### config.mk
export PLATFORM = sky130hd
export DESIGN_NAME = reg_bank_2r1w
export DESIGN_NICKNAME = d
export VERILOG_FILES = /design/src/rtl/reg_bank_2r1w.sv
export SDC_FILE = /design/constraint.sdc
export NUM_CORES = 1
export LEC_CHECK = 0
export CELL_PAD_IN_SITES_DETAIL_PLACEMENT = 0
export CELL_PAD_IN_SITES_GLOBAL_PLACEMENT = 1
export CORE_MARGIN = 2
export CORE_UTILIZATION = 45
export CTS_CLUSTER_DIAMETER = 150
export DETAILED_ROUTE_END_ITERATION = 7
export GPL_TIMING_DRIVEN = 0
export PLACE_DENSITY = 0.8
export SYNTH_ARGS = -nofsm -noshare
export SYNTH_HDL_FRONTEND = slang
export SYNTH_SLANG_ARGS = --single-unit
### constraint.sdc
create_clock -name CLK -period 5.66 [get_ports CLK]
set_input_delay 0.849 -clock CLK [delete_from_list [all_inputs] [get_ports CLK]]
set_output_delay 0.849 -clock CLK [all_outputs]
set_load 0.02 [all_outputs]
### src/rtl/reg_bank_2r1w.sv
// rtl/reg_bank_2r1w.sv - two-read one-write register bank with exported low registers
// Registered reads with write-first bypass, out-of-range flagging and synchronous clear.
module reg_bank_2r1w #(
  parameter int OP_WIDTH = 8,
  parameter int DEPTH    = 16,
  parameter int ADDR     = 4,
  parameter int NUM_EXP  = 4,
  parameter logic [OP_WIDTH-1:0] RST_VAL2 = 'h81,
  parameter logic [OP_WIDTH-1:0] RST_VAL3 = 'h20
) (
  input  logic                         CLK,
  input  logic                         RST,
  input  logic                         Clr,
  input  logic                         WrEn,
  input  logic [ADDR-1:0]              WrAddr,
  input  logic [OP_WIDTH-1:0]          WrData,
  input  logic                         RdEnA,
  input  logic [ADDR-1:0]              RdAddrA,
  input  logic                         RdEnB,
  input  logic [ADDR-1:0]              RdAddrB,
  output logic [OP_WIDTH-1:0]          RdDataA,
  output logic [OP_WIDTH-1:0]          RdDataB,
  output logic                         RdValidA,
  output logic                         RdValidB,
  output logic                         AddrErr,
  output logic [NUM_EXP*OP_WIDTH-1:0]  REG_OUT
);

  localparam logic [ADDR:0] DEPTH_L = (ADDR+1)'(DEPTH);

  logic [OP_WIDTH-1:0] regs [DEPTH];
  logic [OP_WIDTH-1:0] mem_a, mem_b;
  logic                wr_ok, a_ok, b_ok;
  logic                byp_a, byp_b;
  logic [OP_WIDTH-1:0] nxt_a, nxt_b;
  logic                err_nxt;

  function automatic logic [OP_WIDTH-1:0] rst_val(input int idx);
    if (idx == 2)      return RST_VAL2;
    else if (idx == 3) return RST_VAL3;
    else               return '0;
  endfunction

  assign wr_ok = ({1'b0, WrAddr}  < DEPTH_L);
  assign a_ok  = ({1'b0, RdAddrA} < DEPTH_L);
  assign b_ok  = ({1'b0, RdAddrB} < DEPTH_L);

  // Address decode by loop keeps indexing in range when DEPTH < 2**ADDR.
  always_comb begin
    mem_a = '0;
    mem_b = '0;
    for (int i = 0; i < DEPTH; i++) begin
      if (RdAddrA == ADDR'(i)) mem_a = regs[i];
      if (RdAddrB == ADDR'(i)) mem_b = regs[i];
    end
  end

  // A clear cancels the write, so it must also cancel the bypass.
  assign byp_a = WrEn && wr_ok && !Clr && (RdAddrA == WrAddr);
  assign byp_b = WrEn && wr_ok && !Clr && (RdAddrB == WrAddr);

  always_comb begin
    nxt_a = '0;
    nxt_b = '0;
    if (a_ok) nxt_a = byp_a ? WrData : mem_a;
    if (b_ok) nxt_b = byp_b ? WrData : mem_b;
  end

  assign err_nxt = (WrEn && !wr_ok) || (RdEnA && !a_ok) || (RdEnB && !b_ok);

  always_ff @(posedge CLK or posedge RST) begin
    if (RST) begin
      for (int i = 0; i < DEPTH; i++) regs[i] <= rst_val(i);
    end else if (Clr) begin
      for (int i = 0; i < DEPTH; i++) regs[i] <= rst_val(i);
    end else if (WrEn && wr_ok) begin
      for (int i = 0; i < DEPTH; i++) begin
        if (WrAddr == ADDR'(i)) regs[i] <= WrData;
      end
    end
  end

  always_ff @(posedge CLK or posedge RST) begin
    if (RST) begin
      RdDataA  <= '0;
      RdDataB  <= '0;
      RdValidA <= 1'b0;
      RdValidB <= 1'b0;
      AddrErr  <= 1'b0;
    end else begin
      RdValidA <= RdEnA;
      RdValidB <= RdEnB;
      AddrErr  <= err_nxt;
      if (RdEnA) RdDataA <= nxt_a;
      if (RdEnB) RdDataB <= nxt_b;
    end
  end

  for (genvar g = 0; g < NUM_EXP; g++) begin : g_exp
    assign REG_OUT[g*OP_WIDTH +: OP_WIDTH] = regs[g];
  end

endmodule

==> flow_metrics.py <==
metrics = {
    "clocking": {
        "clock_latency_ns": 0.44,
        "root_buffer": "clkbuf_16",
        "cts_resized": 0,
        "h-tree-depth": 4,
        "clockBufferDepth": 2,
        "numCtsBuffers": 17,
        "clkTransAtPathRegs_ns": 0.08,
        "cts_tree": "yes",
        "ctsHoldBuffers": 0,
        "postCtsSetupRepairBufs": 0,
        "clkSinkCount": 146,
    },
    "timing": {
        "min_period_over_period": 0.508,
        "period_needed_ns": 2.88,
        "relSlewSlack": 0.329,
        "setup_viol": 0,
        "hold_violations": 0,
        "fmax_mhz": 348,
        "rsz0062_at_grt": "no",
        "drv_slew": 0,
        "worst_slew_pin_slew_ns": 1.01,
        "hold_slack_ns": 0.516,
        "fin_worst_skew_ns": 0.0154,
    },
    "critical_path": {
        "slowest_stage": "nor4_1",
        "path_cells": "clkdlybuf4s50_1, buf_4, clkbuf_1, a221oi_1, nor4_1, o41ai_2",
        "worst_ep_arrival_time_ns": 3.17,
        "cp-end-kind": "register",
        "critPathKind": "in -> reg",
        "critPathBufInv": 3,
        "r2r-end": "RdDataB[3]",
        "r2r_start": "REG_OUT[11]",
        "slowest_delay_ns": 0.73,
        "path_max_fanout": 10,
        "required_ns": 5.96,
        "start_kind": "input pin",
        "r2r_cells": 5,
        "reg2reg_slack_ns": 3.41,
        "critPathTopFamily": "buffers and inverters",
    },
    "hold_path": {
        "worstHoldStart": "RdDataB[4]",
        "worst_hold_path_type": "reg -> reg",
        "hold_depth": 2,
        "hold_end": "RdDataB[4]",
    },
    "routing": {
        "drtIter0Drc": 1314,
        "first_pass_iters": 6,
        "routed_via_density": 6.40,
        "antenna_left": 0,
        "drc": 0,
        "num_vias": 8603,
        "wl_per_cell_um": 29.5,
        "routed_wl_mm": 39.7,
    },
    "floorplanning": {
        "die_width_um": 148,
        "coreArea_um2": 20300,
        "io-pin-count": 77,
        "rows": 52,
        "initial_core_util": 0.460,
        "die-area_um2": 21900,
        "die_height_um": 148,
    },
    "yosys": {
        "netlist_instances": 976,
        "synth_cell_types": 81,
        "syn-cell-area_um2": 9340,
        "syn-num-nets": 1002,
        "syn_area_per_cell_um2": 9.57,
        "yosys_most_used_dff": "dfrtp_1",
        "synth_seq_cells": 146,
        "synth_edf_count": 0,
        "yosysWarnings": 0,
        "synth.yosys.seq_area_share": 0.391,
        "async_flop_share": 1.00,
    },
    "layout": {
        "area_delta_synth_final_pct": 17.3,
        "finalCoreUtilization": 0.540,
        "nets": 1087,
        "post-route-cell-area_um2": 11000,
        "layout_commonest_cell": "nor2_1",
        "mostFrequentLayoutCells": "nor2_1 (148), dfrtp_1 (143), mux2i_1 (135)",
        "stdcell_count": 1345,
        "drive_gt1_frac": 0.161,
    },
    "power": {
        "peakVddDrop_mv": 0.184,
        "power_leakage_uw": 0.00482,
        "p_total_uw": 2700,
        "p_per_area_nw_per_um2": 247,
    },
    "placed_design": {
        "dpl.cell_count": 1312,
        "gp_congestion": 1.04,
        "place_area_um2": 10400,
        "dp_hpwl_mm": 29.1,
        "numPortBuffers": 65,
    },
    "outcome": {
        "outcome": "complete, no violations",
    },
    "global_routing": {
        "antenna_found_initial": 1,
        "grt_pass1_vias": 8214,
        "grt_pass1_wl_mm": 58.2,
        "grt_start_max_net_pins": 75,
        "grt_overflow": 0,
        "grt.total_usage": 0.370,
    },
    "run": {
        "drv_cap": 0,
    },
}
==> worst max-delay path by stage <==
stage	start	endpoint	cells past startpoint
detailed placement	RdAddrB[2]	RdDataB[3]	7
CTS	RdAddrB[2]	RdDataB[3]	7
floorplan	RST	REG_OUT[0]	1
finish	RdAddrA[3]	RdDataA[2]	6
global placement	RST	regs[52]	2
global route	RdAddrA[3]	RdDataA[5]	8
==> routing by layer <==
metal	global-route usage	routed length, µm	vias up
met4	0.147	1690	0
met3	0.0755	4210	94
met1	0.547	17100	4274
li1	-	-	3662
met5	0	0	-
met2	0.531	16700	573
==> sequential cells by signal, summed over array words and instances, names as in the netlist <==
name,count
REG_OUT,32
RdDataA,8
RdDataB,8
regs,96
RdValidB,1
RdValidA,1
==> cells by family (layout without fill, tap and decap cells) <==
logic type                after synthesis  after routing  synth area share
AOI/OAI and AO/OA                     205            205             0.145
xor gates and xnor gates                8              8           0.00750
buffers and inverters                 133            231            0.0838
DFF                                   146            146             0.391
muxes                                 168            168             0.208
other                                   1              2          0.000401
and+or+nand+nor                       315            315             0.163
==> report_power, final <==
group          internal (µW)  total [µW]  switching, µW
clock network            644        1170            528
registers               1070        1090           25.0
logic                    147         436            289
==> synth_stat cells, drive strengths merged (8+ instances only) <==
master / instances / area share
nor2: 152 / 0.063
dfrtp: 143 / 0.38
mux2i: 135 / 0.14
buf: 83 / 0.064
a21oi: 60 / 0.032
nand2: 57 / 0.023
o21ai: 46 / 0.025
clkbuf: 35 / 0.014
nand3: 31 / 0.018
mux4: 18 / 0.045
mux2: 15 / 0.018
inv: 14 / 0.0056
nand2b: 14 / 0.0099
nor2b: 14 / 0.0094
nor3: 14 / 0.014
a221oi: 12 / 0.012
a31oi: 10 / 0.0067
and3: 10 / 0.0067
o221ai: 8 / 0.0075
o22ai: 8 / 0.0054
==> through the flow <==
stage | setup TNS, ns | setup slack [ns]
4_1_cts | 0 | 2.86
6_report | 0 | 2.78
3_5_place_dp | 0 | 2.41
3_3_place_gp | -194.52 | -1.38
2_1_floorplan | 0 | 0.893
5_1_grt | 0 | 2.75
==> layout make-up <==
type                       count  area [µm²]
fill                        1918        9340
multi-input combinational    697        4900
sequential                   146        3660
buffer                       118         727
timing repair buffer          66         678
clock buffer                  19         453
tap                          270         338
clock inverter                13         138
inverter                      15        61.3
antenna                        1        2.50
==> worst min-delay path: cells and delay by family (launching register included) <==
kind	cells	cell delay (ns)
flip-flops	1	0.34
AO/OA/AOI/OAI	2	0.13
No activity file was read; power rests on OpenSTA's default activity.
